<file path="src/rtl/core_pkg.sv">
// Shared definitions for the decode/issue slice of the core.
//   REG_AW / NREGS : architectural register address width and count
//   OP_W           : opcode field width
//   OP_*           : RV32 major opcodes carried through the issue stage
//   instr_t        : decoded instruction fields as held by the issue register
//   reg_onehot     : register address to one-hot register mask
package core_pkg;

    localparam int unsigned REG_AW = 5;
    localparam int unsigned NREGS  = 32;
    localparam int unsigned OP_W   = 7;

    localparam logic [OP_W-1:0] OP_LUI    = 7'b0110111;
    localparam logic [OP_W-1:0] OP_OP     = 7'b0110011;
    localparam logic [OP_W-1:0] OP_OPIMM  = 7'b0010011;
    localparam logic [OP_W-1:0] OP_LOAD   = 7'b0000011;
    localparam logic [OP_W-1:0] OP_STORE  = 7'b0100011;
    localparam logic [OP_W-1:0] OP_BRANCH = 7'b1100011;

    typedef struct packed {
        logic [REG_AW-1:0] rs1;
        logic [REG_AW-1:0] rs2;
        logic [REG_AW-1:0] rw;
        logic              write;
        logic [OP_W-1:0]   operation;
    } instr_t;

    function automatic logic [NREGS-1:0] reg_onehot(input logic [REG_AW-1:0] r);
        logic [NREGS-1:0] m;
        m    = '0;
        m[r] = 1'b1;
        return m;
    endfunction

endpackage

</file>
<file path="src/rtl/issue_scoreboard.sv">
// Register scoreboard for the in-order issue controller.
// Tracks which registers have an in-flight producer and how many writes are outstanding.
//   clk, rst_n                    : clock, async active-low reset
//   set_valid/set_rw              : new producer accepted for set_rw
//   clr_valid/clr_rw              : writeback of clr_rw (ignored unless the register is busy)
//   flush_clr_valid/flush_clr_rw  : producer dropped by a flush before reaching execute
//   rs1, rs2, rw, write           : lookup of the instruction offered by the decoder
//   hazard                        : RAW/WAW conflict against busy (after same-cycle writeback)
//   count_full                    : no room for another register write this cycle
//   busy                          : scoreboard vector, bit 0 always 0
module issue_scoreboard
    import core_pkg::*;
#(
    parameter int unsigned MAX_OUTSTANDING = 4,
    parameter int unsigned CNT_W           = 3
) (
    input  logic              clk,
    input  logic              rst_n,
    input  logic              set_valid,
    input  logic [REG_AW-1:0] set_rw,
    input  logic              clr_valid,
    input  logic [REG_AW-1:0] clr_rw,
    input  logic              flush_clr_valid,
    input  logic [REG_AW-1:0] flush_clr_rw,
    input  logic [REG_AW-1:0] rs1,
    input  logic [REG_AW-1:0] rs2,
    input  logic [REG_AW-1:0] rw,
    input  logic              write,
    output logic              hazard,
    output logic              count_full,
    output logic [NREGS-1:0]  busy
);

    localparam logic [CNT_W:0] MaxCnt = (CNT_W+1)'(MAX_OUTSTANDING);

    logic [NREGS-1:0] busy_q, busy_d;
    logic [NREGS-1:0] wb_mask, busy_eff;
    logic [CNT_W-1:0] count_q, count_d;
    logic [CNT_W:0]   cnt_avail, cnt_next;
    logic             wb_dec, flush_dec, set_inc;

    always_comb begin
        wb_mask  = clr_valid ? reg_onehot(clr_rw) : '0;
        busy_eff = busy_q & ~wb_mask;

        wb_dec  = clr_valid & busy_q[clr_rw];
        // A writeback and a flush naming the same register retire one producer, not two.
        flush_dec = flush_clr_valid & (flush_clr_rw != '0) & busy_q[flush_clr_rw]
                  & ~(wb_dec & (clr_rw == flush_clr_rw));
        set_inc = set_valid & (set_rw != '0);

        hazard = busy_eff[rs1] | busy_eff[rs2] | (write & busy_eff[rw]);

        cnt_avail  = {1'b0, count_q} - {{CNT_W{1'b0}}, wb_dec};
        count_full = (cnt_avail >= MaxCnt);

        // Set is applied last so a new producer owns a register released this cycle.
        busy_d = busy_q;
        if (wb_dec)    busy_d[clr_rw]       = 1'b0;
        if (flush_dec) busy_d[flush_clr_rw] = 1'b0;
        if (set_inc)   busy_d[set_rw]       = 1'b1;
        busy_d[0] = 1'b0;

        cnt_next = {1'b0, count_q};
        if (set_inc)                          cnt_next = cnt_next + 1'b1;
        if (wb_dec && (cnt_next != '0))       cnt_next = cnt_next - 1'b1;
        if (flush_dec && (cnt_next != '0))    cnt_next = cnt_next - 1'b1;
        if (cnt_next > MaxCnt)                cnt_next = MaxCnt;
        count_d = cnt_next[CNT_W-1:0];
    end

    always_ff @(posedge clk or negedge rst_n) begin
        if (!rst_n) begin
            busy_q  <= '0;
            count_q <= '0;
        end else begin
            busy_q  <= busy_d;
            count_q <= count_d;
        end
    end

    assign busy = busy_q;

endmodule

</file>
<file path="src/rtl/issue_ctrl.sv">
// In-order single-issue controller between decode and execute.
// Accepts decoded fields over dec_valid/dec_ready, holds back RAW/WAW hazards via
// issue_scoreboard and presents issued instructions from a one-entry output register.
//   clk, rst_n            : clock, async active-low reset
//   dec_*                 : decoder handshake and fields (dec_ready is combinational)
//   iss_*                 : output register towards execute
//   wb_valid, wb_rw       : writeback releases a scoreboard entry
//   flush                 : drop the held instruction, block acceptance this cycle
//   busy                  : scoreboard vector
// Optional (ISSUE_PERF_EN defined): perf_clr input, stall_cycles output counting
// cycles with dec_valid=1 and dec_ready=0, saturating.
module issue_ctrl
    import core_pkg::*;
#(
    parameter int unsigned MAX_OUTSTANDING = 4,
    parameter int unsigned CNT_W           = 3
) (
    input  logic              clk,
    input  logic              rst_n,
    input  logic              dec_valid,
    output logic              dec_ready,
    input  logic [REG_AW-1:0] dec_rs1,
    input  logic [REG_AW-1:0] dec_rs2,
    input  logic [REG_AW-1:0] dec_rw,
    input  logic              dec_write,
    input  logic [OP_W-1:0]   dec_operation,
    output logic              iss_valid,
    input  logic              iss_ready,
    output logic [REG_AW-1:0] iss_rs1,
    output logic [REG_AW-1:0] iss_rs2,
    output logic [REG_AW-1:0] iss_rw,
    output logic              iss_write,
    output logic [OP_W-1:0]   iss_operation,
    input  logic              wb_valid,
    input  logic [REG_AW-1:0] wb_rw,
    input  logic              flush,
    output logic [NREGS-1:0]  busy
`ifdef ISSUE_PERF_EN
    ,
    input  logic              perf_clr,
    output logic [31:0]       stall_cycles
`endif
);

    instr_t iss_q, iss_d;
    logic   iss_valid_q, iss_valid_d;
    logic   hazard, count_full, transfer;
    logic   flush_clr_valid;

    // Only a held write that execute has not taken is dropped from the scoreboard.
    assign flush_clr_valid = flush & iss_valid_q & ~iss_ready & iss_q.write;

    issue_scoreboard #(
        .MAX_OUTSTANDING (MAX_OUTSTANDING),
        .CNT_W           (CNT_W)
    ) u_scoreboard (
        .clk             (clk),
        .rst_n           (rst_n),
        .set_valid       (transfer & dec_write),
        .set_rw          (dec_rw),
        .clr_valid       (wb_valid),
        .clr_rw          (wb_rw),
        .flush_clr_valid (flush_clr_valid),
        .flush_clr_rw    (iss_q.rw),
        .rs1             (dec_rs1),
        .rs2             (dec_rs2),
        .rw              (dec_rw),
        .write           (dec_write),
        .hazard          (hazard),
        .count_full      (count_full),
        .busy            (busy)
    );

    always_comb begin
        dec_ready = rst_n & (~iss_valid_q | iss_ready) & ~hazard
                  & ~(dec_write & count_full) & ~flush;
        transfer  = dec_valid & dec_ready;

        iss_d       = iss_q;
        iss_valid_d = iss_valid_q;
        if (transfer) begin
            iss_d.rs1       = dec_rs1;
            iss_d.rs2       = dec_rs2;
            iss_d.rw        = dec_rw;
            iss_d.write     = dec_write;
            iss_d.operation = dec_operation;
            iss_valid_d     = 1'b1;
        end else if (flush || iss_ready) begin
            iss_valid_d = 1'b0;
        end
    end

    always_ff @(posedge clk or negedge rst_n) begin
        if (!rst_n) begin
            iss_q       <= '0;
            iss_valid_q <= 1'b0;
        end else begin
            iss_q       <= iss_d;
            iss_valid_q <= iss_valid_d;
        end
    end

    assign iss_valid     = iss_valid_q;
    assign iss_rs1       = iss_q.rs1;
    assign iss_rs2       = iss_q.rs2;
    assign iss_rw        = iss_q.rw;
    assign iss_write     = iss_q.write;
    assign iss_operation = iss_q.operation;

`ifdef ISSUE_PERF_EN
    logic [31:0] stall_q, stall_d;

    always_comb begin
        stall_d = stall_q;
        if (perf_clr) begin
            stall_d = '0;
        end else if (dec_valid && !dec_ready && (stall_q != '1)) begin
            stall_d = stall_q + 32'd1;
        end
    end

    always_ff @(posedge clk or negedge rst_n) begin
        if (!rst_n) begin
            stall_q <= '0;
        end else begin
            stall_q <= stall_d;
        end
    end

    assign stall_cycles = stall_q;
`endif

endmodule

</file>
<file path="config.mk">
export PLATFORM = sky130hd
export DESIGN_NAME = issue_ctrl
export DESIGN_NICKNAME = d
export VERILOG_FILES = /design/src/rtl/core_pkg.sv /design/src/rtl/issue_scoreboard.sv /design/src/rtl/issue_ctrl.sv
export SDC_FILE = /design/constraint.sdc
export NUM_CORES = 1
export LEC_CHECK = 0
export CORE_UTILIZATION = 48
export DETAILED_ROUTE_END_ITERATION = 16
export PLACE_DENSITY = 0.83
export SLEW_MARGIN = 5
export SYNTH_ARGS = -nofsm -noshare
export SYNTH_HDL_FRONTEND = slang
export SYNTH_HIERARCHICAL = 1
export SYNTH_SLANG_ARGS = --single-unit
</file>
<file path="constraint.sdc">
create_clock -name clk -period 5.1 [get_ports clk]
set_input_delay 1.53 -clock clk [delete_from_list [all_inputs] [get_ports clk]]
set_output_delay 1.53 -clock clk [all_outputs]
set_load 0.02 [all_outputs]
</file>
# == After elaboration in Yosys (flattened, before gate mapping) ==
# Index checks and enable logic that the tools add are counted.
# totals
regBits,58
latch_bits,0
mem_bits_rw,0
mem_bits_ro,0
mem_count,0
# classes
addsub,4
n_mul,0
n_div,0
n_lt_le_gt_ge,10
n_eq_ne,1
n_shift,0
mux,26
bitwise_logic,33
reduce_logical,11
# op_table
op,count
32-bit two-way mux,4
32-bit bitwise AND,3
32-bit NOT,3
32-bit OR,1
"5-bit by 6-bit less-than comparator with 1-bit output, second input constant",5
1-bit binary-select mux with 5-bit select,5
1-bit bitwise AND,17
1-bit demux with 5-bit select,3
"5-bit by 1-bit >= comparator with 1-bit output, second input constant",3
4-bit two-way mux,3
1-bit two-way mux,10
5-bit nonzero test,2
4-bit nonzero test,2
"4-bit by 1-bit subtractor with 4-bit output, second input constant",2
1-bit NOT,6
5-bit equality test,1
1-bit logical AND,5
"3-bit by 1-bit adder with 4-bit output, second input constant",1
"4-bit by 3-bit >= comparator with 1-bit output, second input constant",1
"4-bit by 3-bit > comparator with 1-bit output, second input constant",1
3-bit by 1-bit subtractor with 4-bit output,1
3-bit two-way mux,1
1-bit OR,3
2-bit nonzero test,1
1-bit logical OR,1

# == Logic depth before layout (Yosys ltp) ==
# depth
ltp_word,27
depth_mapped,20

# == Modules after synthesis ==
# The synthesis kept the hierarchy.
# modules_own_cells
module,instances,cells_per_inst,area_each_um2,seq_area_each_um2
issue_scoreboard,1,411,3564.7,850.8
issue_ctrl,1,59,1032.2,600.6

# == Least setup slack after synthesis ==
# Ideal clock, no wire load.
# synth_timing
path_type,in2reg
from,in wb_rw[2]
to,reg u_scoreboard.count_q[1]
setup_ns,0.077
arrival_ns,5.379
required_time_ns,5.023
slack_ns,-0.356
path_stages,20
cell_sequence,buf_2 clkbuf_1 or3_1 o21ai_0 mux2i_1 a211o_1 a31oi_1 a211oi_1 a21oi_1 nand4_1 nor2_4 and4_1 and3_1 o31a_1 nand2_1 xor2_1 and3_1 a211o_1 a22o_1 a21oi_1
# synth_between
elab_chain_len,27
# synth_rtl
item,line_no,source
from (decl),issue_ctrl.sv:35,"input logic [REG_AW-1:0] wb_rw,"
5-bit by 6-bit less-than comparator with 1-bit output (not written as such) / 5-bit by 1-bit >= comparator with 1-bit output (equally long branches),core_pkg.sv:31,m[r] = 1'b1;
1-bit logical AND (not written as such),core_pkg.sv:31,
1-bit two-way mux (not written as such),core_pkg.sv:31,
1-bit demux with 5-bit select (*),-,
32-bit two-way mux (*),issue_scoreboard.sv:43,wb_mask = clr_valid ? reg_onehot(clr_rw) : '0;
32-bit NOT (*),issue_scoreboard.sv:44,busy_eff = busy_q & ~wb_mask;
32-bit bitwise AND (*),issue_scoreboard.sv:44,
1-bit binary-select mux with 5-bit select,issue_scoreboard.sv:52,hazard = busy_eff[rs1] | busy_eff[rs2] | (write & busy_eff[rw]);
[... 3 more ...],-,
net hazard,issue_ctrl.sv:47,"logic hazard, count_full, transfer;"
[... 4 more ...],-,
net dec_ready,issue_ctrl.sv:21,"output logic dec_ready,"
[... 3 more ...],-,
4-bit two-way mux (*),issue_scoreboard.sv:65,if (set_inc) cnt_next = cnt_next + 1'b1;
branches (longest 2 deep; another with 4-bit by 1-bit subtractor with 4-bit output),-,
4-bit two-way mux (*),issue_scoreboard.sv:66,if (wb_dec && (cnt_next != '0)) cnt_next = cnt_next - 1'b1;
branches (longest 2 deep; another with 4-bit by 1-bit subtractor with 4-bit output),-,
4-bit two-way mux (*),issue_scoreboard.sv:67,if (flush_dec && (cnt_next != '0)) cnt_next = cnt_next - 1'b1;
4-bit by 3-bit > comparator with 1-bit output,issue_scoreboard.sv:68,if (cnt_next > MaxCnt) cnt_next = MaxCnt;
3-bit two-way mux (*),issue_scoreboard.sv:68,
net u_scoreboard.cnt_next[1],issue_scoreboard.sv:39,"logic [CNT_W:0] cnt_avail, cnt_next;"
to (signal assigned),issue_scoreboard.sv:78,count_q <= count_d;
to (decl),issue_scoreboard.sv:38,"logic [CNT_W-1:0] count_q, count_d;"
# Mark *: on every way through the listed nets, which the timed path passes. The select of a mux whose other input is x is not followed.
# A chain may end at the register's enable or synchronous reset.

# == Final worst setup path ==
# layout_timing
from,in wb_rw[1]
to,out dec_ready
# layout_between
elab_chain_len,15
# layout_rtl
item,line_no,source
5-bit by 6-bit less-than comparator with 1-bit output (not written as such) / 5-bit by 1-bit >= comparator with 1-bit output (equally long branches),core_pkg.sv:31,
1-bit logical AND (not written as such),core_pkg.sv:31,
1-bit two-way mux (not written as such),core_pkg.sv:31,
1-bit demux with 5-bit select (*),-,
32-bit two-way mux (*),issue_scoreboard.sv:43,
32-bit NOT (*),issue_scoreboard.sv:44,
32-bit bitwise AND (*),issue_scoreboard.sv:44,
1-bit binary-select mux with 5-bit select,issue_scoreboard.sv:52,
1-bit two-way mux (not written as such),issue_scoreboard.sv:52,
1-bit OR / 1-bit bitwise AND (equally long branches),issue_scoreboard.sv:52,
1-bit OR (*),issue_scoreboard.sv:52,
net hazard,issue_ctrl.sv:47,
1-bit NOT (*),issue_ctrl.sv:75,dec_ready = rst_n & (~iss_valid_q | iss_ready) & ~hazard
1-bit bitwise AND (*),issue_ctrl.sv:75,
1-bit bitwise AND (*) (2 in a row),issue_ctrl.sv:76,& ~(dec_write & count_full) & ~flush;
to (decl),issue_ctrl.sv:21,
# The timed path passes the listed nets; every way through them passes the cells marked *. The select of a mux whose other input is x is not followed.

==> results.cfg <==
[logic_synthesis]
ys_top_cells_by_count = dfrtp_1 (58), nor2_1 (42), o22ai_1 (35)
synth_ff_type = dfrtp_1
synth_top_area_frac = 0.316
ys.warnings.count = 6
yosysMostFrequentCell = dfrtp_1
synth_top_family_by_area = multiplexers
synth.distinct_cells = 66
synth_compound_area_frac = 0.174
synth_fp_nets = 505
ys_seq_area_frac = 0.316
synth_top_area_cell = dfrtp_1
synth_async_sr_flop_share = 1.00
synth_area_sq_mm = 0.00460
synth_xor_area_frac = 0.0191
synthesis.area_per_instance_sq_um = 9.78
synth_edf_count = 0
syn_inst = 470
yosys-top-cells-area = dfrtp_1 (32%), mux4_2 (10%), mux2_4 (6.2%)
ys_ff_latch = 58
yosys.area_share.simple = 0.191
muxShareOfSynthArea = 0.243
post_synth_fa_ha_maj_area_fraction = 0.00272

[run_status]
violations = negative setup slack
status = finished with violations

[place]
post-dp-hpwl_um = 13000
portBuffers = 89
place_congestion = 0.996
pre_cts_slack_ns = -1.34
dp_cells = 763

[clock_tree]
hold_buffers = 0
cts_made_buffers = 9
cts_buffer_depth = 2
cts_tree = yes
root_buffer = clkbuf_8
clock_sinks = 58
clkTransAtPathRegs_ns = 0.07
htreeDepth = 3
clk_latency_ns = 0.35

[power_and_ir_drop]
vdd_drop_max_mv = 0.245
p_clk_frac = 0.237
power_switching_w = 0.000697
comb_power_share = 0.422
switching_share = 0.363
p_int_w = 0.00123
leakage_nw = 2.96
cellPowerDensity_mw_per_mm2 = 276
total_power_w = 0.00192
p_seq_frac = 0.341

[sta]
fin_crit_ns = 5.64
grt_setup_unrepaired = yes
skew_ns = 0.00716
slew_headroom = 0.306
worst_slack_ns = -0.544
worstMarginPinSlew_ns = 1.04
slew_violations = 0
whs_ns = 0.506
fin_crit_sh = 1.11
finalHoldViolCount = 0
fmaxAchievable_ghz = 0.177
finalSetupViolations = 2

[layout]
final_cells = 808
regArea_sq_mm = 0.00145
fin_nets = 709
multiInputGateArea_sq_mm = 0.00309
drive_gt1_frac = 0.377
diodes = 0
fill_cells = 619
final_util = 0.754
syn2layout_area_growth_pct = 51.5

[die]
core-area_sq_mm = 0.00924
start_util = 0.497
fp-row-count = 35
io_pins = 91
die_height_um = 99.9
die-area_sq_mm = 0.00997
die_w_um = 99.9

[routing]
route.vias.total = 5279
wl_per_cell_um = 22.8
drc_errors = 0
drt.antenna.violating_nets = 0
dr.first_iter.drc_count = 857
drt_wl_total_um = 18400
viasPerCell = 6.53
drt_pre_antenna_iters = 8

[grt]
grt_pass1_wl_um = 28000
antenna_found_initial = 0
track_usage = 0.376
grt_overflow = 0
grt_pass1_vias = 5189
grt_max_degree = 60

[min_path]
hold_path_class = reg2reg
holdCritStartpoint = iss_operation[6]$_DFFE_PN0P_

[setup_path]
required_ns = 3.57
rr_startpoint = u_scoreboard/busy[2]$_DFF_PN0_
cp.arrival_ns = 4.11
worstSetupPathType = in2out
start_kind = primary input
critPathMaxFanout = 6
critPathLaunch = wb_rw[1]
cp-end-kind = primary output

[run]
cap_violations = 0
## metrics by stage
step           setup TNS, ns  instance area (sq um)
2_1_floorplan              0                   4690
3_3_place_gp           -5.10                   6380
3_5_place_dp           -6.32                   6380
4_1_cts               -0.573                   6810
5_1_grt                -1.09                   6960
6_report              -0.779                   6960
## placed cells by master (no fill, tap or decap), types with 14 or more instances in the layout
| cell type | instances |
|---|---|
| mux4_2 | 21 |
| nand3b_1 | 14 |
| mux2i_1 | 21 |
| nand2_1 | 27 |
| buf_4 | 126 |
| dfrtp_1 | 58 |
| mux2_4 | 19 |
| clkdlybuf4s50_1 | 81 |
| o21ai_1 | 15 |
| nor2_1 | 40 |
| o22ai_1 | 34 |
## power by group through the flow
stage | sequential [W] | combinational (W) | clock (W)
final | 0.000656 | 0.000811 | 0.000455
after floorplan | 0.000682 | 0.000379 | 0
after global placement | 0.000657 | 0.000733 | 0
after detailed placement | 0.000660 | 0.000748 | 0
after global routing | 0.000665 | 0.000857 | 0.000483
after CTS | 0.000652 | 0.000779 | 0.000458
## worst max-delay path: stages
cell and delay, ns:
buf_8 0.10, buf_6 0.11, buf_6 0.12, buf_4 0.15, nand3b_1 0.08, buf_4 0.18
o21ai_1 0.15, mux4_2 0.49, or3b_2 0.45, nand3_1 0.11, o211ai_1 0.13, nand4_1 0.18
nor2_4 0.05, and4_4 0.15, buf_6 0.13
## state kept, by name (all words and copies together), names as in the netlist
name,flops
iss_operation,7
iss_rs1,5
iss_rs2,5
iss_rw,5
iss_valid,1
iss_write,1
u_scoreboard/busy,31
u_scoreboard/count_q,3
## logic make-up after synthesis
logic type	after synthesis
fa+ha+maj	1
flops	58
xor+xnor	10
mux	73
buf+inv	51
compound gates	121
other cells	1
simple gates	155
## path summary, 6_finish.rpt
check	to	slack (ns)	cells past startpoint
max in group asynchronous	u_scoreboard/busy[20]$_DFF_PN0_	3.15	2
setup / recovery	dec_ready	-0.54	15
min in group asynchronous	u_scoreboard/busy[14]$_DFF_PN0_	1.43	2
setup reg to reg	u_scoreboard/count_q[1]$_DFF_PN0_	0.69	18
hold / removal	iss_operation[6]$_DFFE_PN0P_	0.51	1
hold reg to reg	iss_operation[6]$_DFFE_PN0P_	0.51	1
## cell type report
cell class / instances / share of cell area
Sequential cell: 58 / 0.208
Clock inverter: 4 / 0.00719
Multi-Input combinational cell: 361 / 0.444
Timing Repair Buffer: 229 / 0.287
Inverter: 15 / 0.00809
Clock buffer: 12 / 0.0223
Tap cell: 129 / 0.0232
## routing by layer
layer	track usage	vias up	wire, um
met5	0	-	0
met4	0.209	0	1200
met3	0.0773	135	2100
met2	0.593	446	8460
met1	0.485	2494	6690
li1	-	2204	-
## timing repair
action                     CTS  global route
cloned                       1             0
pin swaps                   15            29
setup buffers               20             8
gates resized for setup     48            27
setup endpoints to repair   10             4
(Power assumes the default switching activity.)
